[config.mk]
export PLATFORM = sky130hd
export DESIGN_NAME = niosii_system_onchip_memory_arbiter
export DESIGN_NICKNAME = d
export VERILOG_FILES = /design/src/rtl/niosii_system_onchip_memory_arbiter.sv
export SDC_FILE = /design/constraint.sdc
export NUM_CORES = 1
export LEC_CHECK = 0
export CAP_MARGIN = 40
export CORE_AREA = 2 2 100 102
export CTS_CLUSTER_SIZE = 12
export DETAILED_ROUTE_END_ITERATION = 12
export DIE_AREA = 0 0 102 104
export DONT_BUFFER_PORTS = 1
export HOLD_SLACK_MARGIN = 0.15
export PLACE_DENSITY = 0.31
export SYNTH_ARGS = -nofsm -noshare
export SYNTH_HDL_FRONTEND = slang
export SYNTH_SLANG_ARGS = --single-unit
[constraint.sdc]
create_clock -name clk -period 2.6 [get_ports clk]
set_input_delay 0.39 -clock clk [delete_from_list [all_inputs] [get_ports clk]]
set_output_delay 0.39 -clock clk [all_outputs]
set_load 0.01 [all_outputs]
[src/rtl/niosii_system_onchip_memory_arbiter.sv]
// rtl/niosii_system_onchip_memory_arbiter.sv - round-robin two-master arbiter for the single-port on-chip memory
// Optional out-of-range guard compiled in with `define ONCHIP_ARB_RANGE_CHECK_EN
module niosii_system_onchip_memory_arbiter #(
   parameter int DEPTH  = 6500,
   parameter int ADDR_W = 13
) (
   input  logic              clk,
   input  logic              reset,
   input  logic [ADDR_W-1:0] m0_address,
   input  logic [3:0]        m0_byteenable,
   input  logic              m0_read,
   input  logic              m0_write,
   input  logic [31:0]       m0_writedata,
   output logic              m0_waitrequest,
   output logic [31:0]       m0_readdata,
   output logic              m0_readdatavalid,
   input  logic [ADDR_W-1:0] m1_address,
   input  logic [3:0]        m1_byteenable,
   input  logic              m1_read,
   input  logic              m1_write,
   input  logic [31:0]       m1_writedata,
   output logic              m1_waitrequest,
   output logic [31:0]       m1_readdata,
   output logic              m1_readdatavalid,
   output logic [ADDR_W-1:0] mem_address,
   output logic [3:0]        mem_byteenable,
   output logic              mem_chipselect,
   output logic              mem_write,
   output logic [31:0]       mem_writedata,
   output logic              mem_clken,
   input  logic [31:0]       mem_readdata,
   output logic              range_err
);

   logic              w_req0;
   logic              w_req1;
   logic              w_gnt0;
   logic              w_gnt1;
   logic              w_any_gnt;
   logic [ADDR_W-1:0] w_addr;
   logic [3:0]        w_be;
   logic [31:0]       w_wdata;
   logic              w_wr;
   logic              w_rd_acc0;
   logic              w_rd_acc1;
   logic              w_addr_oor;
   logic              w_block;
   logic [1:0]        w_zero_q;
   logic              r_last;
   logic [1:0]        r_rdv_q;

   // Requests are masked while reset is high so nothing is granted then
   assign w_req0 = ~reset & (m0_read | m0_write);
   assign w_req1 = ~reset & (m1_read | m1_write);

   // Round robin: a lone requester wins; on contention the master other than r_last wins
   assign w_gnt0    = w_req0 & (~w_req1 | r_last);
   assign w_gnt1    = w_req1 & (~w_req0 | ~r_last);
   assign w_any_gnt = w_gnt0 | w_gnt1;

   // Loser (or any requester during reset) is stalled; idle masters never see waitrequest
   assign m0_waitrequest = (m0_read | m0_write) & ~w_gnt0;
   assign m1_waitrequest = (m1_read | m1_write) & ~w_gnt1;

   // Memory-side mux defaults to m0 when nobody is granted
   assign w_addr  = w_gnt1 ? m1_address    : m0_address;
   assign w_be    = w_gnt1 ? m1_byteenable : m0_byteenable;
   assign w_wdata = w_gnt1 ? m1_writedata  : m0_writedata;
   assign w_wr    = w_gnt1 ? m1_write      : m0_write;

   // A request with both read and write set is treated as a write only
   assign w_rd_acc0 = w_gnt0 & m0_read & ~m0_write;
   assign w_rd_acc1 = w_gnt1 & m1_read & ~m1_write;

   assign w_addr_oor = (32'(w_addr) >= DEPTH);

`ifdef ONCHIP_ARB_RANGE_CHECK_EN
   logic [1:0] r_zero_q;
   logic       r_range_err;

   // Out-of-range accesses are accepted but kept away from the memory
   assign w_block = w_any_gnt & w_addr_oor;

   // Remember which pending reads must return zero, and latch the sticky error
   always_ff @(posedge clk) begin
      if (reset) begin
         r_zero_q    <= 2'b00;
         r_range_err <= 1'b0;
      end else begin
         r_zero_q <= {w_rd_acc1 & w_block, w_rd_acc0 & w_block};
         if (w_block) begin
            r_range_err <= 1'b1;
         end
      end
   end

   assign w_zero_q  = r_zero_q;
   assign range_err = r_range_err;
`else
   logic w_unused_oor;

   assign w_block      = 1'b0;
   assign w_zero_q     = 2'b00;
   assign w_unused_oor = w_addr_oor;
   assign range_err    = 1'b0;
`endif

   assign mem_chipselect = w_any_gnt & ~w_block;
   assign mem_write      = mem_chipselect & w_wr;
   assign mem_address    = w_addr;
   assign mem_byteenable = w_be;
   assign mem_writedata  = w_wdata;
   assign mem_clken      = 1'b1;

   // Track the round-robin winner and the one-cycle read-return pipeline
   always_ff @(posedge clk) begin
      if (reset) begin
         r_last  <= 1'b1;
         r_rdv_q <= 2'b00;
      end else begin
         r_rdv_q <= {w_rd_acc1, w_rd_acc0};
         if (w_gnt0) begin
            r_last <= 1'b0;
         end else if (w_gnt1) begin
            r_last <= 1'b1;
         end
      end
   end

   // A read accepted just before reset is dropped rather than returned during reset
   assign m0_readdatavalid = r_rdv_q[0] & ~reset;
   assign m1_readdatavalid = r_rdv_q[1] & ~reset;
   assign m0_readdata      = (m0_readdatavalid & ~w_zero_q[0]) ? mem_readdata : 32'h0;
   assign m1_readdata      = (m1_readdatavalid & ~w_zero_q[1]) ? mem_readdata : 32'h0;

endmodule

==> flow_metrics.env <==
export IMPL_clock_skew_ns=0.0008983
export IMPL_hold_worst_slack_ns=0.2511
export IMPL_maxSlewViolCount=0
export IMPL_min_to="r_rdv_q[0]"
export IMPL_antenna_found_initial=0
export IMPL_multi_input_area_mm2=0.001245
export IMPL_rr_worst_depth=3
export IMPL_peakVddDrop_mv=0.1228
export IMPL_die_w_um=102
export IMPL_synth_seq_cells=3
export IMPL_synth_area_top_cells="mux2_4 50%, and2_1 28%, buf_12 5.5%"
export IMPL_worst_pin_slew_ns=0.5131
export IMPL_gp_congestion=0.7456
export IMPL_rsz0062_at_grt="no"
export IMPL_worst_path_buf_inv=1
export IMPL_hold_viol=0
export IMPL_r2r_start="r_last"
export IMPL_vias_per_cell=4.087
export IMPL_hold_depth=1
export IMPL_drive_gt1_frac=0.4085
export IMPL_setup_viol_count_final=0
export IMPL_die_h_um=104
export IMPL_cts_max_level=1
export IMPL_nFillCells=1083
export IMPL_antennaDiodeCount=0
export IMPL_core_area_mm2=0.009549
export IMPL_fin_nets=279
export IMPL_period_minus_slack_ns=1.997
export IMPL_power_leakage_nw=0.7496
export IMPL_slowest_stage="mux2_4"
export IMPL_crit_path_start_kind="primary input"
export IMPL_boundaryPins=257
export IMPL_fin_tns_setup_ns=0
export IMPL_grt_pass1_wl_mm=5.595
export IMPL_holdCritPathClass="in2reg"
export IMPL_seq_area_um2=60.06
export IMPL_drcViolationCount=0
export IMPL_placementRows=36
export IMPL_end_kind="output port"
export IMPL_cts_resized=0
export IMPL_syn_area_mm2=0.001446
export IMPL_reg2reg_to="r_rdv_q[1]"
export IMPL_io_buffers=0
export IMPL_wirelength_mm=4.651
export IMPL_path_delay_family="multiplexers"
export IMPL_insertion_delay_ns=0.21
export IMPL_initial_core_util=0.1515
export IMPL_grt_usage=0.06891
export IMPL_crit_type="in2out"
export IMPL_synthCells=149
export IMPL_cp_arrival_ns=1.61
export IMPL_ys_types=21
export IMPL_power_density_mw_per_mm2=276.5
export IMPL_slew_headroom=0.6556
export IMPL_firstDrtPassIters=4
export IMPL_fmax_mhz=500.8
export IMPL_post_dp_hpwl_mm=4.056
export IMPL_worstPathMaxFanout=51
export IMPL_synth_top_area_frac=0.4983
export IMPL_root_buffer="clkbuf_8"
export IMPL_ys_seq_area_frac=0.04152
export IMPL_cts_hold_buffers=0
export IMPL_cts_setup_buffers=0
export IMPL_syn_to_final_growth_pct=7.526
export IMPL_cts_buffers=3
export IMPL_grt_pass1_vias=989
export IMPL_post_route_period_util=0.7681
export IMPL_drtIter0Drc=23
export IMPL_synth_area_per_cell_um2=9.707
export IMPL_grt_max_degree=52
export IMPL_status="finished clean"
export IMPL_r2r_slack_ns=1.54
export IMPL_gr_total_overflow=0
export IMPL_wire_per_inst_um=16.91
export IMPL_path_cells="or2_1 -> a211o_2 -> buf_12 -> mux2_4"
export IMPL_vias=1124
export IMPL_syn_nets=285
export IMPL_antenna_left=0
export IMPL_cts_sinks=3
export IMPL_yosysWarningCount=0
export IMPL_clockBufferDepth=2
export IMPL_required_ns=2.21
export IMPL_slowest_delay_ns=0.37
export IMPL_min_from="m0_write"
export IMPL_die_area_mm2=0.01061
export IMPL_path_clk_slew_ns=0.03
export IMPL_post_synth_top_area_cell="mux2_4"
export IMPL_max_cap_violations=0
export IMPL_cts_tree="built"
-- how the worst max path moves through the flow --
stage / start / end / depth (start not counted)
floorplan: m0_write / mem_address[0] / 5
global placement: m1_write / mem_writedata[31] / 4
detailed placement: m0_write / mem_writedata[31] / 4
CTS: m1_write / mem_writedata[31] / 4
global route: m1_write / mem_writedata[31] / 4
finish: m0_write / mem_byteenable[2] / 4
-- placed cells by master, fill, tap and decap left out, types with 2 or more instances in the layout --
cell type	netlist	routed
mux2_4	48	48
nor2b_2	0	2
clkbuf_8	0	3
buf_4	2	2
conb_1	2	2
and2_1	65	65
nor2_1	3	3
dfxtp_1	3	3
a21oi_1	2	2
-- where the power goes --
| group | leakage (nW) | switching (mW) | total [mW] | internal [mW] |
|---|---|---|---|---|
| sequential | 0.0248 | 0.00193 | 0.0511 | 0.0492 |
| combinational | 0.702 | 0.119 | 0.245 | 0.126 |
| clock | 0.0228 | 0.0298 | 0.134 | 0.104 |
| total | 0.750 | 0.150 | 0.430 | 0.280 |
-- final cells by class --
class | instances | share of cell area
clock buffer | 4 | 0.02896
inverter | 1 | 0.002414
multi-input combinational | 131 | 0.8005
sequential | 3 | 0.03862
tap | 133 | 0.1070
timing repair buffer | 3 | 0.02253
-- synthesized netlist by cell type --
library cell  instances
a211o_1               1
a21o_1                1
a21oi_1               2
a311oi_1              1
and2_1               65
buf_12                4
buf_4                 2
buf_6                 1
buf_8                 1
clkbuf_1              6
conb_1                2
dfxtp_1               3
inv_1                 1
mux2_2                1
mux2_4               48
nand2b_1              1
nor2_1                3
nor2b_1               3
nor3b_1               1
o21bai_1              1
or2_1                 1
-- stage by stage --
step	worst slack [ns]	cells	instance area, µm²	total power [mW]	utilization
detailed placement	0.6221	271	1510	0.3000	0.1582
CTS	0.6186	275	1555	0.4403	0.1629
finish	0.6030	275	1555	0.4300	0.1629
global route	0.5578	275	1555	0.4597	0.1629
global placement	0.6231	271	1510	0.3000	0.1582
floorplan	0.7046	149	1446	0.2954	-
-- metal layers --
layer / routed length [µm] / global-route usage
met1: 1247 / 0.05107
met2: 2610 / 0.1518
met3: 793 / 0.02957
met4: 0 / 0.01143
met5: 0 / 0
-- logic make-up (layout without fill, tap and decap cells) --
kind of cell           after synthesis  count (layout)  synth area share
AND/OR/NAND/NOR                     74              74            0.3158
other                                2               2          0.005192
multiplexers                        49              49            0.5061
flip-flops                           3               3           0.04152
AO/OA/AOI/OAI                        6               6           0.02942
buffers and inverters               15               8            0.1021
-- state kept, by name, summed over array words and instances (netlist names) --
register and flops:
r_rdv_q 2, r_last 1
(Power assumes the default switching activity.)
